$ cat src/rtl/airi5c_dm_regaccess_pkg.sv
// Shared encodings for the debug-module abstract-command (Access Register) engine:
// cmderr codes, command-word field positions, register-number windows and FSM states.
package airi5c_dm_regaccess_pkg;

    localparam logic [2:0] CMDERR_NONE       = 3'd0;
    localparam logic [2:0] CMDERR_BUSY       = 3'd1;
    localparam logic [2:0] CMDERR_NOTSUP     = 3'd2;
    localparam logic [2:0] CMDERR_EXC        = 3'd3;
    localparam logic [2:0] CMDERR_HALTRESUME = 3'd4;

    localparam logic [7:0]  CMDTYPE_ACCESS_REG = 8'd0;
    localparam logic [2:0]  AARSIZE_32         = 3'd2;
    localparam logic [15:0] REGNO_GPR_BASE     = 16'h1000;
    localparam logic [15:0] REGNO_FPR_BASE     = 16'h1020;
    localparam logic [15:0] REGNO_FPR_LAST     = 16'h103F;

    localparam int CMD_TYPE_LSB     = 24;
    localparam int CMD_AARSIZE_LSB  = 20;
    localparam int CMD_POSTINC_BIT  = 19;
    localparam int CMD_TRANSFER_BIT = 17;
    localparam int CMD_WRITE_BIT    = 16;

    typedef enum logic [1:0] {
        ST_IDLE   = 2'd0,
        ST_DECODE = 2'd1,
        ST_ACCESS = 2'd2,
        ST_DONE   = 2'd3
    } state_e;

    // regno occupies the low half-word and wraps within it; upper fields are preserved.
    function automatic logic [31:0] cmd_postinc(input logic [31:0] cmd);
        return {cmd[31:16], cmd[15:0] + 16'd1};
    endfunction

endpackage

$ cat src/rtl/airi5c_dm_regaccess.sv
// Abstract "Access Register" command engine: decodes the latched command, drives the
// register-file debug port for one cycle and reports results/errors back to the DMI block.
module airi5c_dm_regaccess
    import airi5c_dm_regaccess_pkg::*;
#(
    parameter int XPR_LEN = 32,
    parameter int NUM_GPR = 32,
    parameter bit HAS_FPU = 1'b1
) (
    input  logic               clk_i,
    input  logic               rst_ni,
    input  logic               cmd_valid_i,
    input  logic [31:0]        cmd_i,
    input  logic [XPR_LEN-1:0] data0_i,
    output logic [XPR_LEN-1:0] data0_o,
    output logic               data0_we_o,
    output logic [31:0]        cmd_upd_o,
    output logic               cmd_upd_we_o,
    output logic               busy_o,
    output logic [2:0]         cmderr_o,
    input  logic [2:0]         cmderr_clr_i,
    input  logic               halted_i,
    output logic [4:0]         dm_wara_o,
    output logic [XPR_LEN-1:0] dm_wd_o,
    output logic               dm_wen_o,
    output logic               dm_sel_fpu_reg_o,
    input  logic [XPR_LEN-1:0] dm_rd_i
);

    localparam logic [15:0] REGNO_GPR_END = 16'(REGNO_GPR_BASE + NUM_GPR);

    state_e             state_q, state_d;
    logic [31:0]        cmd_q, cmd_d;
    logic [XPR_LEN-1:0] arg_q, arg_d;
    logic [XPR_LEN-1:0] data0_q, data0_d;
    logic               data0_we_q, data0_we_d;
    logic [31:0]        upd_q, upd_d;
    logic               upd_we_q, upd_we_d;
    logic               busy_q, busy_d;
    logic [2:0]         cmderr_q, cmderr_d;
    logic [4:0]         wara_q, wara_d;
    logic [XPR_LEN-1:0] wd_q, wd_d;
    logic               wen_q, wen_d;
    logic               sel_q, sel_d;

    logic [15:0] regno;
    logic [7:0]  cmdtype;
    logic [2:0]  aarsize;
    logic        postinc, transfer, write;
    logic        gpr_hit, fpr_hit, is_x0;
    logic [2:0]  dec_err, err_set;

    assign regno    = cmd_q[15:0];
    assign cmdtype  = cmd_q[CMD_TYPE_LSB +: 8];
    assign aarsize  = cmd_q[CMD_AARSIZE_LSB +: 3];
    assign postinc  = cmd_q[CMD_POSTINC_BIT];
    assign transfer = cmd_q[CMD_TRANSFER_BIT];
    assign write    = cmd_q[CMD_WRITE_BIT];
    assign gpr_hit  = (regno >= REGNO_GPR_BASE) && (regno < REGNO_GPR_END);
    assign fpr_hit  = HAS_FPU && (regno >= REGNO_FPR_BASE) && (regno <= REGNO_FPR_LAST);
    assign is_x0    = (regno == REGNO_GPR_BASE);

    always_comb begin
        dec_err = CMDERR_NONE;
        if (!halted_i) begin
            dec_err = CMDERR_HALTRESUME;
        end else if ((cmdtype != CMDTYPE_ACCESS_REG) || (transfer && (aarsize != AARSIZE_32))) begin
            dec_err = CMDERR_NOTSUP;
        end else if (transfer && !(gpr_hit || fpr_hit)) begin
            dec_err = CMDERR_EXC;
        end
    end

    always_comb begin
        state_d    = state_q;
        cmd_d      = cmd_q;
        arg_d      = arg_q;
        data0_d    = data0_q;
        data0_we_d = 1'b0;
        upd_d      = upd_q;
        upd_we_d   = 1'b0;
        busy_d     = busy_q;
        wara_d     = wara_q;
        sel_d      = sel_q;
        wd_d       = '0;
        wen_d      = 1'b0;
        err_set    = CMDERR_NONE;

        // A new command while one is running only flags the collision.
        if (cmd_valid_i && busy_q) begin
            err_set = CMDERR_BUSY;
        end

        case (state_q)
            ST_IDLE: begin
                wara_d = '0;
                sel_d  = 1'b0;
                if (cmd_valid_i && (cmderr_q == CMDERR_NONE)) begin
                    cmd_d   = cmd_i;
                    arg_d   = data0_i;
                    busy_d  = 1'b1;
                    state_d = ST_DECODE;
                end
            end
            ST_DECODE: begin
                if (dec_err != CMDERR_NONE) begin
                    err_set = dec_err;
                    busy_d  = 1'b0;
                    state_d = ST_IDLE;
                end else if (transfer) begin
                    wara_d  = regno[4:0];
                    sel_d   = regno[5];
                    wd_d    = arg_q;
                    wen_d   = write && !is_x0;
                    state_d = ST_ACCESS;
                end else begin
                    upd_we_d = postinc;
                    upd_d    = postinc ? cmd_postinc(cmd_q) : upd_q;
                    state_d  = ST_DONE;
                end
            end
            ST_ACCESS: begin
                if (!write) begin
                    data0_d    = is_x0 ? '0 : dm_rd_i;
                    data0_we_d = 1'b1;
                end
                upd_we_d = postinc;
                upd_d    = postinc ? cmd_postinc(cmd_q) : upd_q;
                state_d  = ST_DONE;
            end
            ST_DONE: begin
                busy_d  = 1'b0;
                wara_d  = '0;
                sel_d   = 1'b0;
                state_d = ST_IDLE;
            end
            default: state_d = ST_IDLE;
        endcase

        cmderr_d = (err_set != CMDERR_NONE) ? err_set : (cmderr_q & ~cmderr_clr_i);
    end

    // State and output registers
    always_ff @(posedge clk_i) begin
        if (!rst_ni) begin
            state_q    <= ST_IDLE;
            data0_q    <= '0;
            data0_we_q <= 1'b0;
            upd_q      <= '0;
            upd_we_q   <= 1'b0;
            busy_q     <= 1'b0;
            cmderr_q   <= CMDERR_NONE;
            wara_q     <= '0;
            wd_q       <= '0;
            wen_q      <= 1'b0;
            sel_q      <= 1'b0;
        end else begin
            state_q    <= state_d;
            data0_q    <= data0_d;
            data0_we_q <= data0_we_d;
            upd_q      <= upd_d;
            upd_we_q   <= upd_we_d;
            busy_q     <= busy_d;
            cmderr_q   <= cmderr_d;
            wara_q     <= wara_d;
            wd_q       <= wd_d;
            wen_q      <= wen_d;
            sel_q      <= sel_d;
        end
    end

    // Latched command/argument: only read after being loaded in IDLE
    always_ff @(posedge clk_i) begin
        cmd_q <= cmd_d;
        arg_q <= arg_d;
    end

    assign data0_o          = data0_q;
    assign data0_we_o       = data0_we_q;
    assign cmd_upd_o        = upd_q;
    assign cmd_upd_we_o     = upd_we_q;
    assign busy_o           = busy_q;
    assign cmderr_o         = cmderr_q;
    assign dm_wara_o        = wara_q;
    assign dm_wd_o          = wd_q;
    assign dm_wen_o         = wen_q;
    assign dm_sel_fpu_reg_o = sel_q;

endmodule

$ cat config.mk
export PLATFORM = sky130hd
export DESIGN_NAME = airi5c_dm_regaccess
export DESIGN_NICKNAME = d
export VERILOG_FILES = /design/src/rtl/airi5c_dm_regaccess_pkg.sv /design/src/rtl/airi5c_dm_regaccess.sv
export SDC_FILE = /design/constraint.sdc
export NUM_CORES = 1
export LEC_CHECK = 0
export ABC_AREA = 0
export CORE_MARGIN = 4
export CORE_UTILIZATION = 50
export CTS_BUF_LIST = sky130_fd_sc_hd__clkbuf_4 sky130_fd_sc_hd__clkbuf_8
export DETAILED_ROUTE_END_ITERATION = 6
export PLACE_DENSITY = 0.89
export SLEW_MARGIN = 10
export SYNTH_ARGS = -nofsm -noshare
export SYNTH_HDL_FRONTEND = slang
export SYNTH_SLANG_ARGS = --single-unit
$ cat constraint.sdc
create_clock -name clk_i -period 6 [get_ports clk_i]
set_clock_uncertainty 0.1 [all_clocks]
set_input_delay 1.2 -clock clk_i [delete_from_list [all_inputs] [get_ports clk_i]]
set_output_delay 1.2 -clock clk_i [all_outputs]
set_load 0.1 [all_outputs]
# Word level (Yosys, flattened, before mapping)
# Index checks and enable logic that the tools add are counted.
[word_totals]
register_bits = 175
[classes]
n_addsub = 1
magnitude_cmp = 4
n_eq_ne = 12
muxes = 30
bitwise_logic = 6
n_reduce_logical = 27
[ops]
columns = ["cell", "count"]
rows = [
  ["$mux W32", 5],
  ["$pmux W32 S2", 1],
  ["$ge A16 B13 Y1 const B", 2],
  ["$add A16 B1 Y16 const B", 1],
  ["$eq A16 B13 Y1 const B", 1],
  ["$le A16 B13 Y1 const B", 1],
  ["$lt A16 B13 Y1 const B", 1],
  ["$ne A2 B2 Y1 const B", 7],
  ["$mux W3", 4],
  ["$mux W5", 2],
  ["$pmux W5 S2", 1],
  ["$mux W1", 9],
  ["$reduce_bool A3 Y1", 3],
  ["$mux W2", 4],
  ["$pmux W2 S4", 1],
  ["$reduce_bool A8 Y1", 1],
  ["$logic_and A1 B1 Y1", 7],
  ["$reduce_and A2 Y1", 3],
  ["$reduce_and A3 Y1", 2],
  ["$reduce_and A5 Y1", 1],
  ["$eq A2 B2 Y1 const B", 2],
  ["$not A1 Y1", 4],
  ["$pmux W1 S2", 2],
  ["$reduce_bool A2 Y1", 2],
  ["11 further kinds", 13],
]

# Longest topological paths before layout
# Gate-level depths: netlist of the first run.
[logic_depth]
depth_word = 13
depth_mapped = 8

# Least setup slack after synthesis of the first run
# Ideal clock, no wire load.
[synth_timing]
path_type = "input-to-reg"
startpoint = "in cmd_valid_i"
endpoint = "reg arg_q[0] (enable)"
setup_ps = 429
t_arrival_ps = 3092
path_slack_ps = 2380
cell_stages = 2
n_path_buf = 0
cell_sequence = "nor4b_1 > and2_1"
[synth_between]
elab_chain_cells = 2
[synth_lines]
columns = ["item", "line_no", "rtl"]
rows = [
  ["start, declared", "airi5c_dm_regaccess.sv:12", "input logic cmd_valid_i,"],
  ["$logic_and A1 B1 Y1", "airi5c_dm_regaccess.sv:98", "if (cmd_valid_i && (cmderr_q == CMDERR_NONE)) begin"],
  ["$reduce_and A2 Y1 (no source line)", "-", ""],
  ["end signal, assigned", "airi5c_dm_regaccess.sv:175", "arg_q <= arg_d;"],
  ["end, declared", "airi5c_dm_regaccess.sv:34", "logic [XPR_LEN-1:0] arg_q, arg_d;"],
]
# Every way passes these cells.
# A chain may end at the register's enable or synchronous reset.

# Worst setup path after layout of the first run
[layout_timing]
startpoint = "in cmd_valid_i"
endpoint = "reg cmd_q[20] (enable)"
[layout_between]
elab_chain_cells = 2
[layout_lines]
columns = ["item", "line_no", "rtl"]
rows = [
  ["$logic_and A1 B1 Y1", "airi5c_dm_regaccess.sv:98", ""],
  ["$reduce_and A2 Y1 (no source line)", "-", ""],
  ["end signal, assigned", "airi5c_dm_regaccess.sv:174", "cmd_q <= cmd_d;"],
  ["end, declared", "airi5c_dm_regaccess.sv:33", "logic [31:0] cmd_q, cmd_d;"],
]
# Every way passes these cells.

==> metrics.yaml, run 1 <==
timing:
  rsz0062_at_grt: "no"
  hold_viol: 0
  min_period_ns: 3.45
  max_slew_margin: 0.282
  report.final.slew_viol_count: 0
  finalSetupViolations: 0
  max_freq_mhz: 290
  worst_pin_slew_ns: 1.08
  setup_tns_ns: 0
  period_share: 0.575
power_and_ir_drop:
  swShare: 0.348
  peakVddDrop_uv: 259
  clkPwrFrac: 0.254
  finalPower_mw: 2.95
  combPwrFrac: 0.255
  power_density_nw_per_um2: 340
  p_int_mw: 1.93
  switchingPower_mw: 1.03
  p_seq_frac: 0.491
  leakage_nw: 3.11
logic_synthesis:
  synth.distinct_cells: 49
  netlist_instances: 479
  seq_area_frac_synth: 0.677
  synth_edf_count: 64
  synth_top_area_cell: "dfxtp_1"
  ys_async_sr_fraction: 0
  synth_most_common_cell: "dfxtp_1"
  synth_seq_cells: 175
  yosys_warnings: 0
  synth_commonest_cells: "dfxtp_1, edfxtp_1, and2_1"
  syn_avg_cell_area_um2: 12.8
  synth_ff_type: "dfxtp_1"
  syn_nets: 588
  synth_top_area_share: 0.363
  synth_area_leaders: "dfxtp_1, edfxtp_1, a22o_1"
  synth_area_um2: 6120
placed_design:
  dp_cells: 816
  placed_cell_area_um2: 8320
  detailed_place_hpwl_um: 11600
  gp_congestion: 0.922
  port_buffers: 211
setup_path:
  worstPathRequired_ns: 6.02
  path_cells: "clkdlybuf4s50_1 -> nor4b_1 -> and2_2 -> buf_4"
  cp_slowest_cell: "and2_2"
  setup.worst_path.start_class: "primary input"
  critical_path_arrival_ns: 3.47
  critPathMaxStageDelay_ns: 0.88
  setup.worst_path.class: "primary input to flop"
  cp-end-kind: "flop"
  r2r-start: "state_q[0]"
  crit_path_start: "cmd_valid_i"
  path_delay_family: "simple AND/OR/NAND/NOR gates"
  path_buf_inv: 2
  path_max_fanout: 42
global_route:
  use_met3: 0.0636
  use_met1: 0.246
  grt_pass1_wl_um: 24200
  grt_pass1_vias: 4617
  antenna_found_initial: 0
  busiest_layer: "met2"
  grtUsageTotal: 0.220
  grt_overflow: 0
  grt_max_degree: 43
  globalRouteMet2Util: 0.394
floorplan:
  dieArea_um2: 14100
  start_util: 0.509
  core_area_um2: 12000
  die_x_um: 119
  die-height_um: 119
  fp-row-count: 40
  num_io_pins: 212
clock_tree:
  clockBufferDepth: 2
  root_buffer: "clkbuf_8"
  cts.sinks: 175
  cts-resized-gates: 0
  ctsHoldBuffers: 0
  path_clk_slew_ns: 0.09
  cts_tree: "built"
  htree_num_levels: 4
  cts_buffers: 17
  cts_setup_buffers: 0
  clkLatencyLatePin_ns: 0.45
routing:
  postRouteAntennaNets: 0
  totalWireLength_um: 15600
  drt-initial-drc-count: 318
  drc: 0
  vias: 4626
  drtPass1Iterations: 4
  wl_per_cell_um: 18.4
  vias_per_cell: 5.46
layout:
  drive_gt1_frac: 0.0628
  syn2layout_area_growth_pct: 42.1
  final_nets: 797
  fin_area_um2: 8700
  finalNonFillerCells: 848
  n_antenna_cell: 0
worst_hold_path:
  hold_class: "flop to flop"
  hp-start: "arg_q[9]"
flow_run:
  maxCapViolCount: 0
run_status:
  status: "finished clean"
[metrics by stage]
step	util	hold slack (ns)	worst slack, ns
final	0.724	0.344	2.55
after global routing	0.724	0.353	2.37
after CTS	0.724	0.348	2.57
after detailed placement	0.693	0.326	2.09
after global placement	0.693	0.322	2.21
after floorplan	-	0.320	2.38
[path summary, 6_finish.rpt]
path / endpoint / slack, ns / cells past startpoint
worst max-delay path: cmd_q[20] / 2.55 / 4
worst min-delay path: dm_wd_o[9] / 0.34 / 1
worst min register to register: dm_wd_o[9] / 0.34 / 1
worst max register to register: cmd_upd_o[14] / 3.19 / 6
[cell usage in the layout, fill, tap and decap left out, drive strengths merged, types with 11 or more instances in the layout]
cell type / count
o21ai: 22
edfxtp: 64
dfxtp: 111
a21oi: 29
inv: 19
a22o: 31
clkdlybuf4s50: 211
xnor2: 11
and2: 34
nand2: 20
nor4: 11
clkbuf: 20
nand3: 24
[per-layer routing]
layer	share of wire	wire length [um]	vias up
li1	-	-	2179
met1	0.39	6020	2230
met2	0.52	8160	194
met3	0.070	1090	23
met4	0.021	325	0
met5	0	0	-
[power groups by stage]
| stage | Combinational (mW) | Clock (mW) | Sequential (mW) |
|---|---|---|---|
| floorplan | 0.201 | 0 | 1.79 |
| global placement | 0.732 | 0 | 1.47 |
| detailed placement | 0.750 | 0 | 1.48 |
| CTS | 0.752 | 0.774 | 1.45 |
| global route | 0.789 | 0.819 | 1.46 |
| finish | 0.753 | 0.750 | 1.45 |
[kinds of logic after synthesis]
logic type	Yosys count	synth area share
multiplexers	6	0.00981
AND/OR/NAND/NOR	127	0.123
AO/OA/AOI/OAI	113	0.130
flip-flops	175	0.677
adder cells (fa/ha/maj)	6	0.0123
XOR/XNOR	13	0.0186
buffers and inverters	39	0.0288
[worst register-to-register path: cells and delay by family (launching register included)]
kind	cells	cell delay [ns]
AO/OA/AOI/OAI	1	0.17
AND/OR/NAND/NOR	3	1.52
buffers and inverters	1	0.12
adder cells (fa/ha/maj)	1	0.37
flip-flops	1	0.39
[sequential cells by signal, summed over array words and instances (netlist names), 3 cells and up, named ones only]
| signal | cells |
|---|---|
| cmd_upd_o | 32 |
| cmderr_o | 3 |
| cmd_q | 32 |
| dm_wd_o | 32 |
| data0_o | 32 |
| dm_wara_o | 5 |
| arg_q | 32 |
[layout make-up]
| class | instances | area [um^2] |
|---|---|---|
| sequential | 175 | 4140 |
| clock inverter | 12 | 113 |
| tap | 147 | 184 |
| fill | 835 | 3320 |
| inverter | 15 | 56.3 |
| clock buffer | 20 | 256 |
| timing repair buffer | 214 | 2130 |
| multi-input combinational | 265 | 1810 |
No activity file was read; power rests on OpenSTA's default activity.
==> inputs of run 2 (changes only) <==
- CORE_UTILIZATION: 50 -> 42
- PLACE_DENSITY: 0.89 -> 0.8
- clock period: 6 -> 2.9 ns (I/O delays scaled with it)
==> metrics.yaml, run 2 (synthesized netlist as in run 1, its figures left out) <==
run_status:
  status: "finished clean"
clock_tree:
  cts_buffers: 17  # unchanged
  clkLatencyLatePin_ns: 0.45  # about the same
  cts_setup_buffers: 0  # unchanged
  cts.sinks: 175  # unchanged
  htree_num_levels: 4  # unchanged
  ctsHoldBuffers: 0  # unchanged
  clockBufferDepth: 2  # unchanged
  path_clk_slew_ns: 0.09  # about the same
  cts-resized-gates: 0  # unchanged
  root_buffer: "clkbuf_8"
  cts_tree: "built"
flow_run:
  maxCapViolCount: 0  # unchanged
floorplan:
  num_io_pins: 212  # unchanged
  start_util: 0.434  # -0.0753
  dieArea_um2: 16600  # +18%
  die-height_um: 129  # +8.5%
  die_x_um: 129  # +8.5%
  fp-row-count: 43  # +7.5%
  core_area_um2: 14100  # +17%
global_route:
  grtUsageTotal: 0.185  # -0.0345
  antenna_found_initial: 0  # unchanged
  grt_pass1_wl_um: 23700  # -1.8%
  grt_overflow: 0  # unchanged
  grt_pass1_vias: 4678  # +1.3%
  grt_max_degree: 65  # +51%
power_and_ir_drop:
  switchingPower_mw: 2.14  # +110%
  p_seq_frac: 0.468  # -0.023
  swShare: 0.336  # -0.0116
  peakVddDrop_uv: 361  # +40%
  p_int_mw: 4.23  # +120%
  clkPwrFrac: 0.286  # +0.032
  combPwrFrac: 0.246  # -0.009
  power_density_nw_per_um2: 739  # +120%
  leakage_nw: 3.42  # +9.8%
timing:
  max_slew_margin: 0.268  # -0.0142
  min_period_ns: 2.62
  period_share: 0.903
  rsz0062_at_grt: "no"
  report.final.slew_viol_count: 0  # unchanged
  max_freq_mhz: 382
  setup_tns_ns: 0  # unchanged
  finalSetupViolations: 0  # unchanged
  fin_hold_ws_ns: 0.339  # -0.00550 ns
  hold_viol: 0  # unchanged
  worst_pin_slew_ns: 1.10  # +0.0213 ns
routing:
  drc: 0  # unchanged
  vias: 4597  # -0.63%
  postRouteAntennaNets: 0  # unchanged
  drt-initial-drc-count: 331  # +4.1%
  drtPass1Iterations: 5  # +1
  wl_per_cell_um: 17.3  # -5.7%
  vias_per_cell: 5.15  # -5.6%
  totalWireLength_um: 15500  # -0.71%
layout:
  syn2layout_area_growth_pct: 41.0
  n_antenna_cell: 0  # unchanged
  final_cell_mix: "buf_4, dfxtp_1, clkdlybuf4s50_1, edfxtp_1, and2_1"
  final_nets: 809  # +1.5%
  num-fill-cells: 1151  # +38%
  seq_area_um2: 4140  # unchanged
  final_util: 0.612  # -0.112
  multiInputGateArea_um2: 1800  # -0.28%
  drive_gt1_frac: 0.231  # +0.169
  layout_commonest_cell: "buf_4"
setup_path:
  critical_path_arrival_ns: 2.90  # -0.57 ns
  path_cells: "inv_1 -> ha_1 -> nor2b_1 -> and2_1 -> o21a_1 -> a22o_1"
  path_max_fanout: 31  # -26%
  critPathMaxStageDelay_ns: 0.85  # -0.03 ns
  cp-end-kind: "flop"
  setup.worst_path.class: "flop to flop"
  cp_slowest_cell: "o21a_1"
  r2r_slack_ns: 0.28  # -2.91 ns
  setup.worst_path.start_class: "flop"
  worstPathRequired_ns: 3.18  # -2.84 ns
placed_design:
  port_buffers: 211  # unchanged
  detailed_place_hpwl_um: 11500  # -0.91%
  gp_congestion: 0.849  # -8.0%
worst_hold_path:
  hold_class: "flop to flop"
run 2: cell count changes in the layout (fill, tap and decap cells not counted):
cell             change
nor2_4               -1
clkinv_2             -1
buf_12               +1
nor2_2               +1
inv_4                +1
clkdlybuf4s50_1    -109
clkinvlp_4           +1
clkinv_4             -2
inv_6                -1
bufinv_16            +3
buf_4              +120
clkbuf_4             -1
run 2: cell type report:
cell class / instances / share of cell area
clock inverter: 13 / 0.0215
inverter: 15 / 0.00653
timing repair buffer: 226 / 0.228
clock buffer: 19 / 0.0289
multi-input combinational: 265 / 0.209
sequential: 175 / 0.480
tap: 180 / 0.0261
run 2: final timing paths:
kind	startpoint	endpoint	depth (start not counted)
worst max register to register	state_q[0]	data0_o[22]	6
worst max-delay path	state_q[0]	data0_o[22]	6
worst min register to register	arg_q[27]	dm_wd_o[27]	1
worst min-delay path	arg_q[27]	dm_wd_o[27]	1
run 2: critical path: cells and delay by family, from the launching register on:
family / cells / cell delay (ns)
compound gates: 2 / 1.15
fa+ha+maj: 1 / 0.30
buf+inv: 1 / 0.13
flops: 1 / 0.35
simple gates: 2 / 0.49
run 2: routing by layer:
metal | track usage | share of wire | wire [um]
met1 | 0.205 | 0.37 | 5720
met2 | 0.320 | 0.52 | 8100
met3 | 0.0768 | 0.080 | 1240
met4 | 0.0679 | 0.027 | 425
met5 | 0 | 0 | 0
run 2: per-stage QoR:
stage / setup slack, ns / total power [mW] / area, um^2 / cells
2_1_floorplan: 0.323 / 4.11 / 6120 / 479
3_3_place_gp: 0.419 / 4.58 / 8190 / 861
3_5_place_dp: 0.321 / 4.61 / 8190 / 861
4_1_cts: 0.314 / 6.42 / 8630 / 893
5_1_grt: 0.0953 / 6.62 / 8630 / 893
6_report: 0.282 / 6.37 / 8630 / 893
run 2: power by group through the flow:
stage | registers [mW] | logic [mW] | clock network [mW]
2_1_floorplan | 3.69 | 0.416 | 0
3_3_place_gp | 3.03 | 1.55 | 0
3_5_place_dp | 3.04 | 1.57 | 0
4_1_cts | 2.98 | 1.58 | 1.86
5_1_grt | 3.01 | 1.66 | 1.95
6_report | 2.98 | 1.57 | 1.82
==> inputs of run 3 (changes only) <==
- CTS_CLUSTER_SIZE: not set -> 14
==> results of run 3 <==
No change in the layout: final DEF, timing and power equal those of run 2.
